--- config.mk ---
export PLATFORM = sky130hd
export DESIGN_NAME = drum_window_sched_flat
export DESIGN_NICKNAME = d
export VERILOG_FILES = /design/src/rtl/drum_window_sched_if.sv /design/src/rtl/drum_window_sched.sv /design/src/flat_wrapper.sv
export SDC_FILE = /design/constraint.sdc
export NUM_CORES = 1
export LEC_CHECK = 0
export ABC_AREA = 1
export CORE_AREA = 2 2 68 70
export CTS_BUF_LIST = sky130_fd_sc_hd__clkbuf_16
export CTS_CLUSTER_DIAMETER = 60
export DETAILED_ROUTE_END_ITERATION = 16
export DIE_AREA = 0 0 70 72
export PLACE_DENSITY = 0.81
export SYNTH_ARGS = -nofsm -noshare
export SYNTH_HDL_FRONTEND = slang
export SYNTH_SLANG_ARGS = --single-unit
--- constraint.sdc ---
create_clock -name CLOCK -period 4.1 [get_ports CLOCK]
set_clock_uncertainty 0.2 [all_clocks]
set_input_delay 0.82 -clock CLOCK [delete_from_list [all_inputs] [get_ports CLOCK]]
set_output_delay 0.82 -clock CLOCK [all_outputs]
set_load 0.02 [all_outputs]
--- src/rtl/drum_window_sched_if.sv ---
// Request/grant bundle between drum requesters and the window scheduler.
//   req       level request per requester, held until done or abort
//   req_word  start word per requester, slice i = [7i+6:7i]
//   req_len   window length in words per requester, 0 = full revolution
//   grant     one-hot owner of the current window
//   xfer_gate high for every bit time of the granted words
//   done      one-clock pulse when a window completes
//   err       one-clock pulse on bad start word or sync loss mid-window
interface drum_window_sched_if #(
  parameter int NREQ = 2
);
  logic [NREQ-1:0]   req;
  logic [NREQ*7-1:0] req_word;
  logic [NREQ*7-1:0] req_len;
  logic [NREQ-1:0]   grant;
  logic              xfer_gate;
  logic              done;
  logic              err;

  modport master (
    output req, req_word, req_len,
    input  grant, xfer_gate, done, err
  );

  modport slave (
    input  req, req_word, req_len,
    output grant, xfer_gate, done, err
  );
endinterface

--- src/rtl/drum_window_sched.sv ---
// Drum transfer window scheduler.
// Tracks absolute word time from the T0/T29 timing gates, arbitrates the
// requesters round-robin and opens xfer_gate from T1 of the requested start
// word through T29 of its last word.
//   CLOCK     bit clock
//   rst       asynchronous active-low reset
//   T0        index pulse (coincides with T29 of word WORDS-1)
//   T29       last bit time of every word
//   bus       request/grant bundle (slave side)
//   word_num  current word time
//   synced    word counter aligned to T0
module drum_window_sched #(
  parameter int NREQ  = 2,
  parameter int WORDS = 108
) (
  input  logic                CLOCK,
  input  logic                rst,
  input  logic                T0,
  input  logic                T29,
  drum_window_sched_if.slave  bus,
  output logic [6:0]          word_num,
  output logic                synced
);

  localparam int RW = (NREQ > 2) ? 2 : 1;
  localparam logic [6:0] LAST = 7'(WORDS - 1);
  localparam logic [6:0] FULL = 7'(WORDS);

  typedef enum logic [1:0] {IDLE, WAIT, XFER} state_t;

  state_t        state;
  logic [RW-1:0] rr;
  logic [RW-1:0] owner;
  logic [6:0]    tgt;
  logic [6:0]    cnt;

  logic [6:0]    nxt;
  logic          sync_lost;
  logic [RW-1:0] pick;
  logic          pick_vld;
  logic [6:0]    pick_word;
  logic [6:0]    pick_len;
  int unsigned   idx;
  logic [RW-1:0] idx_r;

  logic [6:0] word_a [NREQ];
  logic [6:0] len_a  [NREQ];

  for (genvar g = 0; g < NREQ; g++) begin : g_unpack
    assign word_a[g] = bus.req_word[7*g +: 7];
    assign len_a[g]  = bus.req_len[7*g +: 7];
  end

  function automatic logic [RW-1:0] rr_inc(input logic [RW-1:0] v);
    rr_inc = (32'(v) == NREQ - 1) ? '0 : v + 1'b1;
  endfunction

  assign nxt = (word_num == LAST) ? '0 : word_num + 7'd1;
  // The counter drops synced on this same edge, so flag the loss here to
  // close the window on the clock that ends word WORDS-1.
  assign sync_lost = T29 && !T0 && synced && (word_num == LAST);

  // Round-robin: first active request at or after rr, wrapping.
  always_comb begin
    pick     = '0;
    pick_vld = 1'b0;
    idx      = 0;
    idx_r    = '0;
    for (int unsigned k = 0; k < NREQ; k++) begin
      idx = 32'(rr) + k;
      if (idx >= NREQ) idx = idx - NREQ;
      idx_r = RW'(idx);
      if (!pick_vld && bus.req[idx_r]) begin
        pick_vld = 1'b1;
        pick     = idx_r;
      end
    end
    pick_word = word_a[pick];
    pick_len  = len_a[pick];
  end

  always_ff @(posedge CLOCK or negedge rst) begin
    if (!rst) begin
      word_num <= '0;
      synced   <= 1'b0;
    end else if (T29) begin
      if (T0) begin
        word_num <= '0;
        synced   <= 1'b1;
      end else if (word_num == LAST) begin
        word_num <= '0;
        synced   <= 1'b0;
      end else begin
        word_num <= word_num + 7'd1;
      end
    end
  end

  always_ff @(posedge CLOCK or negedge rst) begin
    if (!rst) begin
      state         <= IDLE;
      rr            <= '0;
      owner         <= '0;
      tgt           <= '0;
      cnt           <= '0;
      bus.grant     <= '0;
      bus.xfer_gate <= 1'b0;
      bus.done      <= 1'b0;
      bus.err       <= 1'b0;
    end else begin
      bus.done <= 1'b0;
      bus.err  <= 1'b0;
      case (state)
        IDLE: begin
          if (synced && !sync_lost && pick_vld) begin
            if (pick_word >= FULL) begin
              bus.err <= 1'b1;
              rr      <= rr_inc(pick);
            end else begin
              tgt       <= pick_word;
              cnt       <= (pick_len == '0) ? FULL : pick_len;
              owner     <= pick;
              bus.grant <= NREQ'(1) << pick;
              state     <= WAIT;
            end
          end
        end
        WAIT: begin
          if (sync_lost) begin
            bus.err   <= 1'b1;
            bus.grant <= '0;
            rr        <= rr_inc(owner);
            state     <= IDLE;
          end else if (!bus.req[owner]) begin
            bus.grant <= '0;
            rr        <= rr_inc(owner);
            state     <= IDLE;
          end else if (T29 && nxt == tgt) begin
            bus.xfer_gate <= 1'b1;
            state         <= XFER;
          end
        end
        XFER: begin
          if (sync_lost) begin
            bus.err       <= 1'b1;
            bus.grant     <= '0;
            bus.xfer_gate <= 1'b0;
            rr            <= rr_inc(owner);
            state         <= IDLE;
          end else if (T29) begin
            cnt <= cnt - 7'd1;
            if (cnt == 7'd1) begin
              bus.xfer_gate <= 1'b0;
              bus.done      <= 1'b1;
              bus.grant     <= '0;
              rr            <= rr_inc(owner);
              state         <= IDLE;
            end
          end
        end
        default: state <= IDLE;
      endcase
    end
  end

endmodule

--- src/flat_wrapper.sv ---
// flat-port wrapper written by rule: the top's interface ports become plain ports
module drum_window_sched_flat 
#(
  parameter int NREQ  = 2,
  parameter int WORDS = 108
)
  (CLOCK, rst, T0, T29, word_num, synced, bus_req, bus_req_word, bus_req_len, bus_grant, bus_xfer_gate, bus_done, bus_err);
  drum_window_sched_if #(.NREQ(NREQ)) bus_i ();
  input  logic CLOCK;
  input  logic rst;
  input  logic T0;
  input  logic T29;
  output logic [6:0] word_num;
  output logic synced;
  input wire logic [$bits(bus_i.req)-1:0] bus_req;
  input wire logic [$bits(bus_i.req_word)-1:0] bus_req_word;
  input wire logic [$bits(bus_i.req_len)-1:0] bus_req_len;
  output wire logic [$bits(bus_i.grant)-1:0] bus_grant;
  output wire logic [$bits(bus_i.xfer_gate)-1:0] bus_xfer_gate;
  output wire logic [$bits(bus_i.done)-1:0] bus_done;
  output wire logic [$bits(bus_i.err)-1:0] bus_err;
  assign bus_i.req = bus_req;
  assign bus_i.req_word = bus_req_word;
  assign bus_i.req_len = bus_req_len;
  assign bus_grant = bus_i.grant;
  assign bus_xfer_gate = bus_i.xfer_gate;
  assign bus_done = bus_i.done;
  assign bus_err = bus_i.err;
  drum_window_sched #(.NREQ(NREQ), .WORDS(WORDS)) u_core (.CLOCK(CLOCK), .rst(rst), .T0(T0), .T29(T29), .bus(bus_i), .word_num(word_num), .synced(synced));
endmodule
==> results by group <==
Detailed routing
  • # DRC: 0
  • Routed vias/inst: 5.22
  • Post-DRT Antenna Nets: 0
  • Number of DRC markers in iteration 0: 194
  • Wire length per cell: 12.7 µm
  • Drt first pass iters: 6
  • Vias: 2166
  • Routed WL: 5280 µm

Timing
  • Pin slew with the least headroom to its limit: 0.483 ns
  • RSZ-0062 raised after global routing: false
  • Period minus WS final: 2.78 ns
  • Max-slew violation count: 0
  • Period utilization: 67.8%
  • Setup TNS: 0 ns
  • Normalized max-slew margin: 67.8%
  • Max frequency: 360 MHz
  • Fin. Hold Viols: 0
  • Final setup viols: 0

Synth
  • Syn Area/Cell: 6.96 µm²
  • Adder-cell area share of the yosys netlist: 4.01%
  • Syn Inst Count: 314
  • Mapped Area: 0.00219 mm²
  • Ys Warns: 0
  • Syn Nets: 355
  • Xor/xnor cell area share of the yosys netlist: 1.20%
  • Synth top area share: 35.5%
  • Synth Register Bits: 31
  • Largest family of logic cells by synthesized area: simple AND/OR/NAND/NOR gates
  • Seq/Total Area, Yosys: 35.5%
  • Area contributors post-synth: dfrtp_1 35%, nand2_1 18%, inv_1 7.4%, nor2_1 4.8%, nand3_1 4.4%
  • Synth Area in Compound Gates: 10.5%
  • Cell accounting for the most synthesized area: dfrtp_1
  • Netlist cell types: 38
  • Multiplexer area fraction after synthesis: 0.458%
  • Synth Area in Simple Gates: 38.5%

Hold path
  • Worst min-delay path class: flop to flop
  • Min-Delay Startpoint: u_core.bus.xfer_gate
  • Worst hold path depth: 2

Clock tree
  • CTS tree: built
  • Clock latency on the worst-skew pair: 0.28 ns
  • CTS clk-pin slew, worst paths: 0.05 ns
  • Clock Sinks: 31
  • Post CTS Setup Buffer Count: 0
  • H-Tree Depth: 2
  • Cts repair resizes: 0
  • CTS Hold Bufs: 0
  • Root buffer cell: clkbuf_16
  • Clock Tree Buf Depth: 2
  • Cts bufs inserted: 5

Setup path
  • Worst setup EP type: flop
  • Critical path type: primary input to flop
  • Critical Path RT: 4.06 ns
  • Crit path max-delay cell type: clkdlybuf4s50_1
  • Reg2reg start: u_core.state[0]
  • Arrival @ worst endpoint: 2.74 ns
  • CP Launch Type: primary input
  • CP startpoint: bus_req[0]
  • Max incr delay on CP: 0.53 ns
  • Crit-path cells: clkdlybuf4s50_1 > nand2_2 > nand2_4 > inv_2 > nand2_1 > o21ai_1 > o21ai_2 > nand2_2 > nand3_2 > inv_1 > nand2_1 > o21ai_0
  • FF-to-FF path depth: 10
  • Critical path peak fanout: 18

Floorplanning
  • Initial core utilization: 51.3%
  • Chip Width: 70 µm
  • Die height: 72 µm
  • Die area: 0.00504 mm²
  • Core ar.: 0.00426 mm²
  • Row count: 24
  • I/O Pins: 47

Global routing
  • Number of global-route vias before repair: 2062
  • Final global-route overflow total: 0
  • Initial antenna violation count: 0
  • GRT Resource Usage Total: 22.5%
  • First-pass GRT wire length: 9010 µm
  • Largest net degree at the start of global routing: 32

Power and ir drop
  • VDD IR max: 279 µV
  • Pwr dens: 534 mW/mm²
  • Final Total Pwr: 0.00150 W
  • Leak: 1.45 nW

Flow run
  • Max cap viols: 0

Finish
  • Ratio of cells with drive above 1 in the final layout: 8.26%
  • Multi-input gate area: 0.00120 mm²
  • Antenna cells: 0
  • Synth-to-Final Area Change: 28.6%
  • Sequential cell area: 776 µm²
  • # nets final: 404
  • Fill cells: 388

Place
  • GP Congestion: 0.900
  • Hpwl dp: 4040 µm
  • Port bufs: 46

Status
  • Status: complete, no violations
## cell type report
cell class / instances / share of cell area, %
sequential: 31 / 27.6
clock buffer: 5 / 4.45
clock inverter: 2 / 0.312
timing repair buffer: 47 / 16.7
multi-input combinational: 233 / 42.6
inverter: 45 / 6.10
tap: 52 / 2.32
## path summary, 6_finish.rpt
path                       slack, ns              endpoint
setup / recovery                1.32         u_core.tgt[6]
hold / removal                  0.28  u_core.bus.xfer_gate
setup reg to reg                1.79         u_core.cnt[5]
hold reg to reg                 0.28  u_core.bus.xfer_gate
max in group asynchronous       2.66         u_core.cnt[3]
min in group asynchronous       0.73         u_core.tgt[0]
## report_power, final
| part | switching [W] | internal [W] | total (W) | leakage [nW] |
|---|---|---|---|---|
| sequential | 0.0000875 | 0.000411 | 0.000499 | 0.393 |
| combinational | 0.000397 | 0.000258 | 0.000655 | 0.986 |
| clock | 0.000129 | 0.000218 | 0.000347 | 0.0671 |
| total | 0.000613 | 0.000887 | 0.00150 | 1.45 |
## flip-flops by register name (all words and copies together), names as in the netlist
| register | flops |
|---|---|
| u_core.bus.done | 1 |
| u_core.bus.err | 1 |
| u_core.bus.grant | 2 |
| u_core.bus.xfer_gate | 1 |
| u_core.cnt | 7 |
| u_core.owner | 1 |
| u_core.rr | 1 |
| u_core.state | 2 |
| u_core.synced | 1 |
| u_core.tgt | 7 |
| u_core.word_num | 7 |
## per-layer routing
| layer | vias to the layer above | part of all wire (%) | GRT usage [%] |
|---|---|---|---|
| met1 | 984 | 47 | 30.2 |
| met3 | 7 | 5.8 | 4.72 |
| met4 | 0 | 1.8 | 8.12 |
| met2 | 81 | 45 | 36.4 |
| met5 | - | 0 | 0 |
| li1 | 1094 | - | - |
## cell families (layout without fill, tap and decap cells)
kind of cell	after synthesis	after routing
simple gates	183	183
xor+xnor	3	3
fa+ha+maj	7	7
buf+inv	50	99
mux	1	1
flops	31	31
compound gates	39	39
## cells in the mapped netlist (all sizes together)
cell	n
xor2	2
ha	7
o21ai	28
xnor2	1
nand2	111
dfrtp	31
a22oi	1
o31ai	2
a2bb2oi	1
nor3	3
o22ai	4
buf	4
mux2i	1
nor3b	1
a21oi	3
clkbuf	1
or2	4
nand3	22
inv	45
nand4	8
and2	1
nor2	33
## stage by stage
| stage | hold WS, ns | util [%] | instances | setup slack, ns | instance area (µm²) |
|---|---|---|---|---|---|
| CTS | 0.282 | 65.9 | 415 | 1.33 | 2810 |
| detailed placement | 0.266 | 62.8 | 408 | 1.04 | 2680 |
| finish | 0.282 | 65.9 | 415 | 1.32 | 2810 |
| global route | 0.322 | 65.9 | 415 | 1.12 | 2810 |
| floorplan | 0.259 | - | 314 | 1.92 | 2190 |
| global placement | 0.264 | 62.8 | 408 | 1.16 | 2680 |
## cell usage in the layout, fill, tap and decap left out, types with 2 or more instances in the layout
| cell type | n |
|---|---|
| clkdlybuf4s50_1 | 46 |
| clkbuf_16 | 5 |
| nand2_2 | 2 |
| nand3_1 | 19 |
| o21ai_1 | 13 |
| nand2_4 | 3 |
| nor2_1 | 28 |
| o22ai_1 | 4 |
| nor3_1 | 2 |
| nand2_1 | 106 |
| o31ai_1 | 2 |
| dfrtp_1 | 31 |
| nor2_2 | 4 |
| inv_1 | 43 |
| or2_2 | 3 |
| a21oi_1 | 2 |
| nand4_1 | 7 |
| ha_1 | 7 |
| xor2_1 | 2 |
| o21ai_0 | 13 |
| nand3_2 | 2 |
## critical path: cells and delay by family
kind                   cells  cell delay (ns)
buffers and inverters      3             0.80
and+or+nand+nor            6             0.68
AOI/OAI and AO/OA          3             0.41
Note: power is estimated with default switching activity, not from simulation.
